`src/rtl/scan_loader.sv`:
```
// scan_loader: serial-load controller for the pattern-buffer bank.
// Accepts bytes over valid/ready and shifts each one MSB-first into the
// buffer selected by saddr, one sclk pulse per bit.
// Build option: define SCAN_READBACK_EN to capture the bank's sout stream
// into rd_byte/rd_valid. Without it, rd_byte/rd_valid are tied to 0.
//
// state | meaning
// IDLE  | ready for a byte; opens a frame (latches saddr) if none is open
// SETUP | sclk low, sin presenting the current bit, sout sampled
// PULSE | sclk high for one cycle; shift register advances
module scan_loader #(
  parameter int BUFFER_SIZE  = 22,
  parameter int BUFFER_WIDTH = 8
) (
  input  logic                    clk,
  input  logic                    rst_n,
  input  logic                    load_valid_i,
  output logic                    load_ready_o,
  input  logic [BUFFER_WIDTH-1:0] load_byte_i,
  input  logic [2:0]              load_buf_i,
  input  logic                    load_last_i,
  output logic                    sclk_o,
  output logic                    sin_o,
  output logic [2:0]              saddr_o,
  input  logic                    sout_i,
  output logic [BUFFER_WIDTH-1:0] rd_byte_o,
  output logic                    rd_valid_o,
  output logic                    frame_done_o,
  output logic                    frame_err_o
);

  localparam int BIT_W = (BUFFER_WIDTH > 1) ? $clog2(BUFFER_WIDTH) : 1;
  localparam int CNT_W = $clog2(BUFFER_SIZE + 2);
  localparam logic [CNT_W-1:0] CNT_MAX  = '1;
  localparam logic [CNT_W-1:0] CNT_SIZE = CNT_W'(BUFFER_SIZE);

  typedef enum logic [1:0] {
    IDLE  = 2'd0,
    SETUP = 2'd1,
    PULSE = 2'd2
  } state_e;

  state_e                  state_q, state_d;
  logic [BUFFER_WIDTH-1:0] shreg_q, shreg_d;
  logic [BIT_W-1:0]        bit_cnt_q, bit_cnt_d;
  logic [CNT_W-1:0]        byte_cnt_q, byte_cnt_d;
  logic [CNT_W-1:0]        byte_inc;
  logic                    last_q, last_d;
  logic                    open_q, open_d;
  logic [2:0]              saddr_q, saddr_d;
  logic                    sclk_q, sclk_d;
  logic                    ready_q, ready_d;
  logic                    done_q, done_d;
  logic                    err_q, err_d;
  logic                    byte_end;

  // Last PULSE of a byte: the cycle before the completion strobes.
  assign byte_end = (state_q == PULSE) && (bit_cnt_q == '0);

  // Saturating byte count including the byte now completing.
  assign byte_inc = (byte_cnt_q == CNT_MAX) ? byte_cnt_q : byte_cnt_q + CNT_W'(1);

  // State and datapath registers; reset aborts any shift in progress.
  always_ff @(posedge clk or negedge rst_n) begin
    if (!rst_n) begin
      state_q    <= IDLE;
      shreg_q    <= '0;
      bit_cnt_q  <= '0;
      byte_cnt_q <= '0;
      last_q     <= 1'b0;
      open_q     <= 1'b0;
      saddr_q    <= '0;
      sclk_q     <= 1'b0;
      ready_q    <= 1'b0;
      done_q     <= 1'b0;
      err_q      <= 1'b0;
    end else begin
      state_q    <= state_d;
      shreg_q    <= shreg_d;
      bit_cnt_q  <= bit_cnt_d;
      byte_cnt_q <= byte_cnt_d;
      last_q     <= last_d;
      open_q     <= open_d;
      saddr_q    <= saddr_d;
      sclk_q     <= sclk_d;
      ready_q    <= ready_d;
      done_q     <= done_d;
      err_q      <= err_d;
    end
  end

  // Next-state logic. Outputs are computed one cycle ahead so every
  // bank-facing signal comes straight from a flop.
  always_comb begin
    state_d    = state_q;
    shreg_d    = shreg_q;
    bit_cnt_d  = bit_cnt_q;
    byte_cnt_d = byte_cnt_q;
    last_d     = last_q;
    open_d     = open_q;
    saddr_d    = saddr_q;
    sclk_d     = 1'b0;
    done_d     = 1'b0;
    err_d      = 1'b0;

    case (state_q)
      IDLE: begin
        if (load_valid_i && ready_q) begin
          shreg_d   = load_byte_i;
          last_d    = load_last_i;
          bit_cnt_d = BIT_W'(BUFFER_WIDTH - 1);
          state_d   = SETUP;
          // saddr only moves here, with sclk low, so the bank's gated
          // per-buffer clocks never see a glitch.
          if (!open_q) begin
            saddr_d    = load_buf_i;
            byte_cnt_d = '0;
            open_d     = 1'b1;
          end
        end
      end
      SETUP: begin
        sclk_d  = 1'b1;
        state_d = PULSE;
      end
      PULSE: begin
        shreg_d = {shreg_q[BUFFER_WIDTH-2:0], 1'b0};
        if (bit_cnt_q == '0) begin
          state_d    = IDLE;
          byte_cnt_d = byte_inc;
          if (last_q) begin
            open_d = 1'b0;
            done_d = 1'b1;
            err_d  = (byte_inc != CNT_SIZE);
          end
        end else begin
          bit_cnt_d = bit_cnt_q - BIT_W'(1);
          state_d   = SETUP;
        end
      end
      default: state_d = IDLE;
    endcase

    ready_d = (state_d == IDLE);
  end

  // sin is the shift-register MSB: loaded on accept, so it is valid in
  // the SETUP cycle and held through the following PULSE.
  assign sin_o        = shreg_q[BUFFER_WIDTH-1];
  assign sclk_o       = sclk_q;
  assign saddr_o      = saddr_q;
  assign load_ready_o = ready_q;
  assign frame_done_o = done_q;
  assign frame_err_o  = err_q;

`ifdef SCAN_READBACK_EN
  logic [BUFFER_WIDTH-1:0] cap_q;
  logic [BUFFER_WIDTH-1:0] rd_byte_q;
  logic                    rd_valid_q;

  // Sample sout before each pulse; the bank presents the oldest bit first.
  always_ff @(posedge clk or negedge rst_n) begin
    if (!rst_n) begin
      cap_q <= '0;
    end else if (state_q == SETUP) begin
      cap_q <= {cap_q[BUFFER_WIDTH-2:0], sout_i};
    end
  end

  // Publish the captured byte alongside the byte-completion edge.
  always_ff @(posedge clk or negedge rst_n) begin
    if (!rst_n) begin
      rd_byte_q  <= '0;
      rd_valid_q <= 1'b0;
    end else begin
      rd_valid_q <= byte_end;
      if (byte_end) begin
        rd_byte_q <= cap_q;
      end
    end
  end

  assign rd_byte_o  = rd_byte_q;
  assign rd_valid_o = rd_valid_q;
`else
  logic unused_sout;

  assign unused_sout = sout_i;
  assign rd_byte_o   = '0;
  assign rd_valid_o  = 1'b0;
`endif

endmodule
```
`config.mk`:
```
export PLATFORM = sky130hd
export DESIGN_NAME = scan_loader
export DESIGN_NICKNAME = d
export VERILOG_FILES = /design/src/rtl/scan_loader.sv
export SDC_FILE = /design/constraint.sdc
export NUM_CORES = 1
export LEC_CHECK = 0
export ABC_AREA = 1
export CAP_MARGIN = 20
export CORE_MARGIN = 8
export CORE_UTILIZATION = 43
export CTS_CLUSTER_SIZE = 30
export DETAILED_ROUTE_END_ITERATION = 10
export PLACE_DENSITY_LB_ADDON = 0.25
export SLEW_MARGIN = 0
export SYNTH_ARGS = -nofsm -noshare
export SYNTH_HDL_FRONTEND = slang
export SYNTH_SLANG_ARGS = --single-unit
```
`constraint.sdc`:
```
create_clock -name clk -period 1.35 [get_ports clk]
set_input_delay 0.135 -clock clk [delete_from_list [all_inputs] [get_ports clk]]
set_output_delay 0.135 -clock clk [all_outputs]
set_load 0.005 [all_outputs]
```
==> results of run 1 <==
==> power by group through the flow <==
stage	Clock (W)	Combinational (W)	Sequential [W]
3_5_place_dp	0	0.00111	0.00121
4_1_cts	0.000549	0.00113	0.00119
2_1_floorplan	0	0.000732	0.00119
5_1_grt	0.000572	0.00139	0.00124
3_3_place_gp	0	0.00107	0.00120
6_report	0.000537	0.00122	0.00121
==> flip-flops by register name (all words and copies together), names as in the netlist <==
| signal | count |
|---|---|
| shreg_q | 8 |
| open_q | 1 |
| frame_done_o | 1 |
| bit_cnt_q | 3 |
| state_q | 2 |
| saddr_o | 3 |
| last_q | 1 |
| load_ready_o | 1 |
| frame_err_o | 1 |
| byte_cnt_q | 5 |
==> layer usage <==
metal,wire length (um),GRT usage (%)
met5,0,0
met4,38,4.39
met3,158,2.97
met2,1430,20.9
met1,1180,12.1
==> cell usage after synthesis <==
cell type,instances,area [um2]
nor2_2,1,6.26
buf_6,1,11.3
nand2_2,2,12.5
inv_2,1,3.75
nand3_2,1,10.0
or2_1,1,6.26
conb_1,1,3.75
nor3_1,14,70.1
o21ai_1,2,10.0
o22ai_1,3,18.8
nand4_1,1,6.26
inv_1,16,60.1
o21ai_0,1,5.00
buf_4,9,67.6
nor2_1,28,105
ha_1,3,37.5
dfrtp_1,26,651
o21ai_4,1,16.3
nand2_1,32,120
a31oi_1,1,6.26
and2_4,1,8.76
nand3_1,9,45.0
a21oi_1,2,10.0
buf_2,1,5.00
==> per-stage QoR <==
step | total power (W) | setup WS (ns) | TNS [ns] | util, %
after floorplan | 0.00192 | 0.0603 | 0 | -
after global placement | 0.00227 | 0.0214 | 0 | 53.2
final | 0.00297 | 0.0413 | 0 | 57.5
after detailed placement | 0.00232 | -0.00715 | -0.00715 | 53.2
after CTS | 0.00286 | 0.00537 | 0 | 55.3
after global routing | 0.00320 | -0.0286 | -0.105 | 57.5
==> logic make-up after synthesis <==
family | count (synthesis)
buf+inv | 28
fa+ha+maj | 3
compound gates | 10
flops | 26
simple gates | 90
other cells | 1
==> area by class of cell <==
type	instances	area share (%)
Multi-Input combinational cell	112	33.5
Inverter	17	3.76
Clock buffer	3	1.33
Sequential cell	26	38.4
Tap cell	33	2.43
Clock inverter	1	1.77
Timing Repair Buffer	35	18.9
==> placed cells by master, fill, tap and decap left out <==
cell type	count
a21oi_1	2
ha_1	1
ha_2	1
nand2_2	5
nand3_1	9
nor2_2	3
o21ai_1	2
dfrtp_2	1
o22ai_1	2
clkdlybuf4s50_1	15
nor3_1	14
o21ai_0	1
ha_4	1
bufinv_16	1
nand3_2	1
inv_1	12
clkbuf_4	3
buf_4	11
a31oi_1	1
inv_2	5
o22ai_2	1
dfrtp_1	25
nand2_1	29
nor2_1	25
o21ai_4	1
nor2_4	1
dlygate4sd2_1	6
or2_1	1
and2_4	1
conb_1	9
buf_6	2
nand4_1	1
dlymetal6s2s_1	1
==> repair_timing <==
item / in CTS / in global routing
setup buffers: 2 / 2
endpoints found under the setup margin: 10 / 10
resized for setup: 7 / 18
pin swaps: 1 / 6
==> path summary, 6_finish.rpt <==
kind / from / endpoint / slack [ns] / cells past startpoint
max reg2reg: bit_cnt_q[0]$_DFFE_PN0P_ / byte_cnt_q[2]$_DFFE_PN0P_ / 0.05 / 8
min: rst_n / shreg_q[6]$_DFFE_PN0P_ / 0.15 / 2
max: frame_err_o$_DFF_PN0_ / frame_err_o / 0.04 / 1
min reg2reg: saddr_o[1]$_DFFE_PN0P_ / saddr_o[1]$_DFFE_PN0P_ / 0.50 / 2
min in group clk: load_last_i / last_q$_DFFE_PN0P_ / 0.32 / 3
max in group asynchronous: rst_n / state_q[1]$_DFF_PN0_ / 0.92 / 2
==> flow_summary_export.csv, run 1 <==
group,metric,value,unit
outcome,status,"finished clean",
job,drv_cap,0,
worst_setup_path,cp_data_arrival_time,1.17,ns
pwr,p_seq_share,40.7,%
worst_setup_path,crit_fanout,1,
finish,fin_nets,214,
floorplan,start_util,43.9,%
synthesis,ys.warnings.count,0,
synthesis,synth-xor-area-share,0,%
clocking,clockBufferDepth,2,
placement,gp_congestion,0.850,
clocking,cts_tree,"built",
timing,rsz0062_at_grt,"true",
pwr,ir_drop,0.779,mV
detailed_routing,firstDrtPassIters,4,
floorplan,core_area,2950,um2
worst_setup_path,critical-path-top-delay-family,"buffers and inverters",
detailed_routing,drt_iter0_markers,50,
pwr,p_sw_share,36.3,%
worst_setup_path,slowest_delay,0.49,ns
detailed_routing,vias_per_cell,4.82,
pwr,combPwrFrac,41.2,%
synthesis,synthAdderAreaFrac,2.90,%
worst_setup_path,crit_path_end_kind,"output port",
grt,grt_usage,11.4,%
pwr,p_int,0.00189,W
pwr,pwr-share-clk,18.1,%
synthesis,ys_ff_latch,26,
detailed_routing,routed_wl,2810,um
pwr,power.net_switching,0.00108,W
worst_setup_path,cp_cell_sequence,"clkdlybuf4s50_1",
placement,dp.cells,219,
placement,dpl-instance-area,1570,um2
floorplan,die-area,5030,um2
floorplan,chipHeight,70.9,um
synthesis,synthMuxAreaShare,0,%
detailed_routing,wl_per_cell,12.4,um
detailed_routing,vias,1095,
synthesis,yosysUniqueCellTypes,24,
timing,hold_slack,0.154,ns
finish,area_growth,31.1,%
finish,multiInputGateArea,569,um2
timing,setup_viol,0,
finish,n_antenna_cell,0,
worst_setup_path,cp_data_required_time,1.22,ns
synthesis,synth.avg_cell_area,8.20,um2
clocking,cts-hold-fix-buffers,0,
detailed_routing,drc,0,
placement,hpwlAfterDp,2120,um
finish,fillers,287,
timing,finalHoldViolations,0,
synthesis,netlist_instances,158,
worst_setup_path,critPathBufInv,1,
grt,overflow,0,
synthesis,synth_compound_area_share,5.12,%
clocking,cts.sinks,26,
grt,antenna_found_initial,0,
grt,grt_max_degree,27,
timing,fmax,764,MHz
synthesis,synth-simple-area-share,30.1,%
synthesis,ys_seq_area_share,50.2,%
timing,finalCritPeriodShare,96.9,%
timing,period_minus_slack,1.31,ns
synthesis,synth_top_family_by_area,"simple AND/OR/NAND/NOR gates",
clocking,htreeDepth,1,
finish,stdcell_area,1700,um2
pwr,power_density,1750,nW/um2
clocking,numCtsBuffers,3,
worst_setup_path,start_kind,"register",
finish,regArea,652,um2
finish,stdcell_count,227,
clocking,cts.reportedPaths.clkPinSlew,0.15,ns
floorplan,ios,33,
detailed_routing,antenna_left,0,
grt,grt_pass1_vias,1138,
synthesis,syn_area,1300,um2
finish,drive_gt1_share,19.6,%
worst_setup_path,crit_slowest_cell,"clkdlybuf4s50_1",
timing,clock_skew,0.0113,ns
hold_path,hold_class,"input port to asynchronous set/reset pin",
placement,port_buffers,22,
clocking,cts-root-buf,"clkbuf_4",
clocking,insertion_delay,0.33,ns
worst_setup_path,timing_worst_setup_path_type,"register to output port",
floorplan,core.rowCount,20,
floorplan,die_w,70.9,um
pwr,leakagePower,0.850,nW
timing,drv_slew,0,
grt,grt_pass1_wl,4750,um
No activity file was read; power rests on OpenSTA's default activity.
==> run 2: changes to the inputs <==
--- a/config.mk
+++ b/config.mk
@@ -12,7 +12,8 @@
 export CTS_CLUSTER_SIZE = 30
 export DETAILED_ROUTE_END_ITERATION = 10
 export PLACE_DENSITY_LB_ADDON = 0.25
-export SLEW_MARGIN = 0
+export SLEW_MARGIN = 40
 export SYNTH_ARGS = -nofsm -noshare
 export SYNTH_HDL_FRONTEND = slang
 export SYNTH_SLANG_ARGS = --single-unit
+export TNS_END_PERCENT = 10
==> run 2 against run 1 <==
Fmax decreased by 0.60%. Non-clock buffer count unchanged. Register-to-register slack got worse by 0.02 ns. Sequential power about the same. Critical endpoint is now byte_cnt_q[0]$_DFFE_PN0P_. Cell count unchanged. Routed wire length decreased by 1.0%. First-iteration DRC count increased by 36%. Power decreased by 1.7%.
==> flow_summary_export.csv, run 2 (same netlist as run 1, synthesis figures left out) <==
group,metric,value,unit
clocking,numCtsBuffers,3,
timing,setup_viol,0,
grt,antenna_found_initial,0,
hold_path,hold_class,"input port to asynchronous set/reset pin",
floorplan,chipHeight,70.9,um
pwr,power.net_switching,0.00106,W
grt,grt_pass1_wl,4730,um
timing,drv_slew,0,
pwr,p_int,0.00187,W
timing,clock_skew,0.00893,ns
clocking,htreeDepth,1,
finish,fillers,285,
timing,fmax,760,MHz
worst_setup_path,timing_worst_setup_path_type,"register to register",
pwr,leakagePower,0.852,nW
grt,grt_pass1_vias,1127,
detailed_routing,drt_iter0_markers,68,
detailed_routing,vias_per_cell,4.81,
detailed_routing,antenna_left,0,
floorplan,core.rowCount,20,
pwr,pwr-share-clk,18.3,%
detailed_routing,routed_wl,2780,um
placement,place_ws,-0.00715,ns
pwr,p_seq_share,41.1,%
floorplan,die_w,70.9,um
outcome,status,"finished clean",
worst_setup_path,start_kind,"register",
grt,overflow,0,
finish,reg_top3,"shreg_q x8, byte_cnt_q x5",
floorplan,die-area,5030,um2
pwr,p_sw_share,36.1,%
finish,largest_register_ffs,8,
placement,port_buffers,22,
detailed_routing,drc,0,
finish,regArea,652,um2
finish,area_growth,29.5,%
detailed_routing,firstDrtPassIters,4,
timing,finalHoldViolations,0,
placement,dp.cells,219,
worst_setup_path,cp_data_required_time,1.57,ns
clocking,cts_tree,"built",
finish,drive_gt1_share,18.0,%
detailed_routing,wl_per_cell,12.3,um
clocking,clockBufferDepth,2,
timing,finalCritPeriodShare,97.5,%
timing,hold_slack,0.154,ns
pwr,ir_drop,0.784,mV
finish,layout_commonest_cell,"nand2_1",
finish,n_antenna_cell,0,
clocking,cts.sinks,26,
timing,rsz0062_at_grt,"true",
finish,multiInputGateArea,553,um2
pwr,combPwrFrac,40.6,%
timing,period_minus_slack,1.32,ns
clocking,cts-root-buf,"clkbuf_4",
floorplan,ios,33,
worst_setup_path,cp_data_arrival_time,1.53,ns
finish,regMostFlops,"shreg_q",
worst_setup_path,r2r-start,"bit_cnt_q[1]$_DFFE_PN0P_",
worst_setup_path,reg2reg_depth,8,
grt,grt_usage,11.4,%
timing,setup_ws,0.0333,ns
job,drv_cap,0,
pwr,power_density,1740,nW/um2
detailed_routing,vias,1093,
worst_setup_path,timing.rr.end,"byte_cnt_q[0]$_DFFE_PN0P_",
worst_setup_path,r2r_slack,0.03,ns
clocking,cts.reportedPaths.clkPinSlew,0.15,ns
worst_setup_path,crit_fanout,5,
pwr,p_total,0.00292,W
placement,hpwlAfterDp,2120,um
finish,fin_nets,214,
finish,final_cell_mix,"nand2_1, nor2_1, dfrtp_1, clkdlybuf4s50_1",
worst_setup_path,crit_path_end_kind,"register",
floorplan,start_util,43.9,%
clocking,cts-hold-fix-buffers,0,
grt,grt_max_degree,27,
floorplan,core_area,2950,um2
clocking,insertion_delay,0.32,ns
placement,gp_congestion,0.850,
finish,stdcell_count,227,
-- run 2: cell counts in the layout (fill, tap and decap cells not counted) --
Identical to the previous run, type by type.
-- run 2: final cells by class --
cell class / instances / area share, %
clock buffer: 3 / 1.34
sequential: 26 / 38.8
multi-input combinational: 112 / 32.9
timing repair buffer: 35 / 18.9
tap: 33 / 2.46
clock inverter: 1 / 1.79
inverter: 17 / 3.80
-- run 2: worst max-delay path: stages (launching register included) --
cell	delay [ns]
dfrtp_1	0.41
inv_1	0.09
ha_2	0.18
inv_2	0.04
nor2_4	0.11
nor2_2	0.06
nor2_1	0.09
and2_4	0.17
o22ai_1	0.07
-- run 2: power by group through the flow --
stage          clock, W  sequential [W]  combinational (W)
3_3_place_gp          0         0.00120            0.00107
3_5_place_dp          0         0.00121            0.00111
5_1_grt        0.000572         0.00123            0.00135
2_1_floorplan         0         0.00119           0.000732
4_1_cts        0.000549         0.00119            0.00109
6_report       0.000536         0.00120            0.00119
-- run 2: worst max-delay path by stage --
| stage | endpoint | slack (ns) | depth (start not counted) | start |
|---|---|---|---|---|
| after CTS | bit_cnt_q[1]$_DFFE_PN0P_ | -0.002 | 8 | bit_cnt_q[0]$_DFFE_PN0P_ |
| after global routing | byte_cnt_q[0]$_DFFE_PN0P_ | -0.05 | 8 | bit_cnt_q[0]$_DFFE_PN0P_ |
| final | byte_cnt_q[0]$_DFFE_PN0P_ | 0.03 | 8 | bit_cnt_q[1]$_DFFE_PN0P_ |
| after floorplan | byte_cnt_q[0]$_DFFE_PN0P_ | 0.06 | 8 | bit_cnt_q[0]$_DFFE_PN0P_ |
| after detailed placement | bit_cnt_q[1]$_DFFE_PN0P_ | -0.007 | 6 | load_valid_i |
| after global placement | byte_cnt_q[0]$_DFFE_PN0P_ | 0.02 | 5 | load_valid_i |
-- run 2: metrics by stage --
stage | TNS, ns | instance area, um2 | util, %
floorplan | 0 | 1330 | -
global placement | 0 | 1570 | 53.2
detailed placement | -0.00715 | 1570 | 53.2
CTS | -0.00173 | 1620 | 54.9
global route | -0.230 | 1680 | 56.9
finish | 0 | 1680 | 56.9
-- run 2: timing repair --
action | in CTS | in global routing
gates resized for setup | 8 | 12
setup endpoints to repair | 10 | 11
cloned | 0 | 0
buffers inserted | 0 | 4
pin swaps | 2 | 4
-- run 2: per-layer routing --
layer  vias up  track usage, %  share of wire, %
li1        555               -                 -
met1       509            12.1                42
met2        25            20.8                51
met3         4            2.97               5.9
met4         0            4.39               1.0
met5         -               0                 0
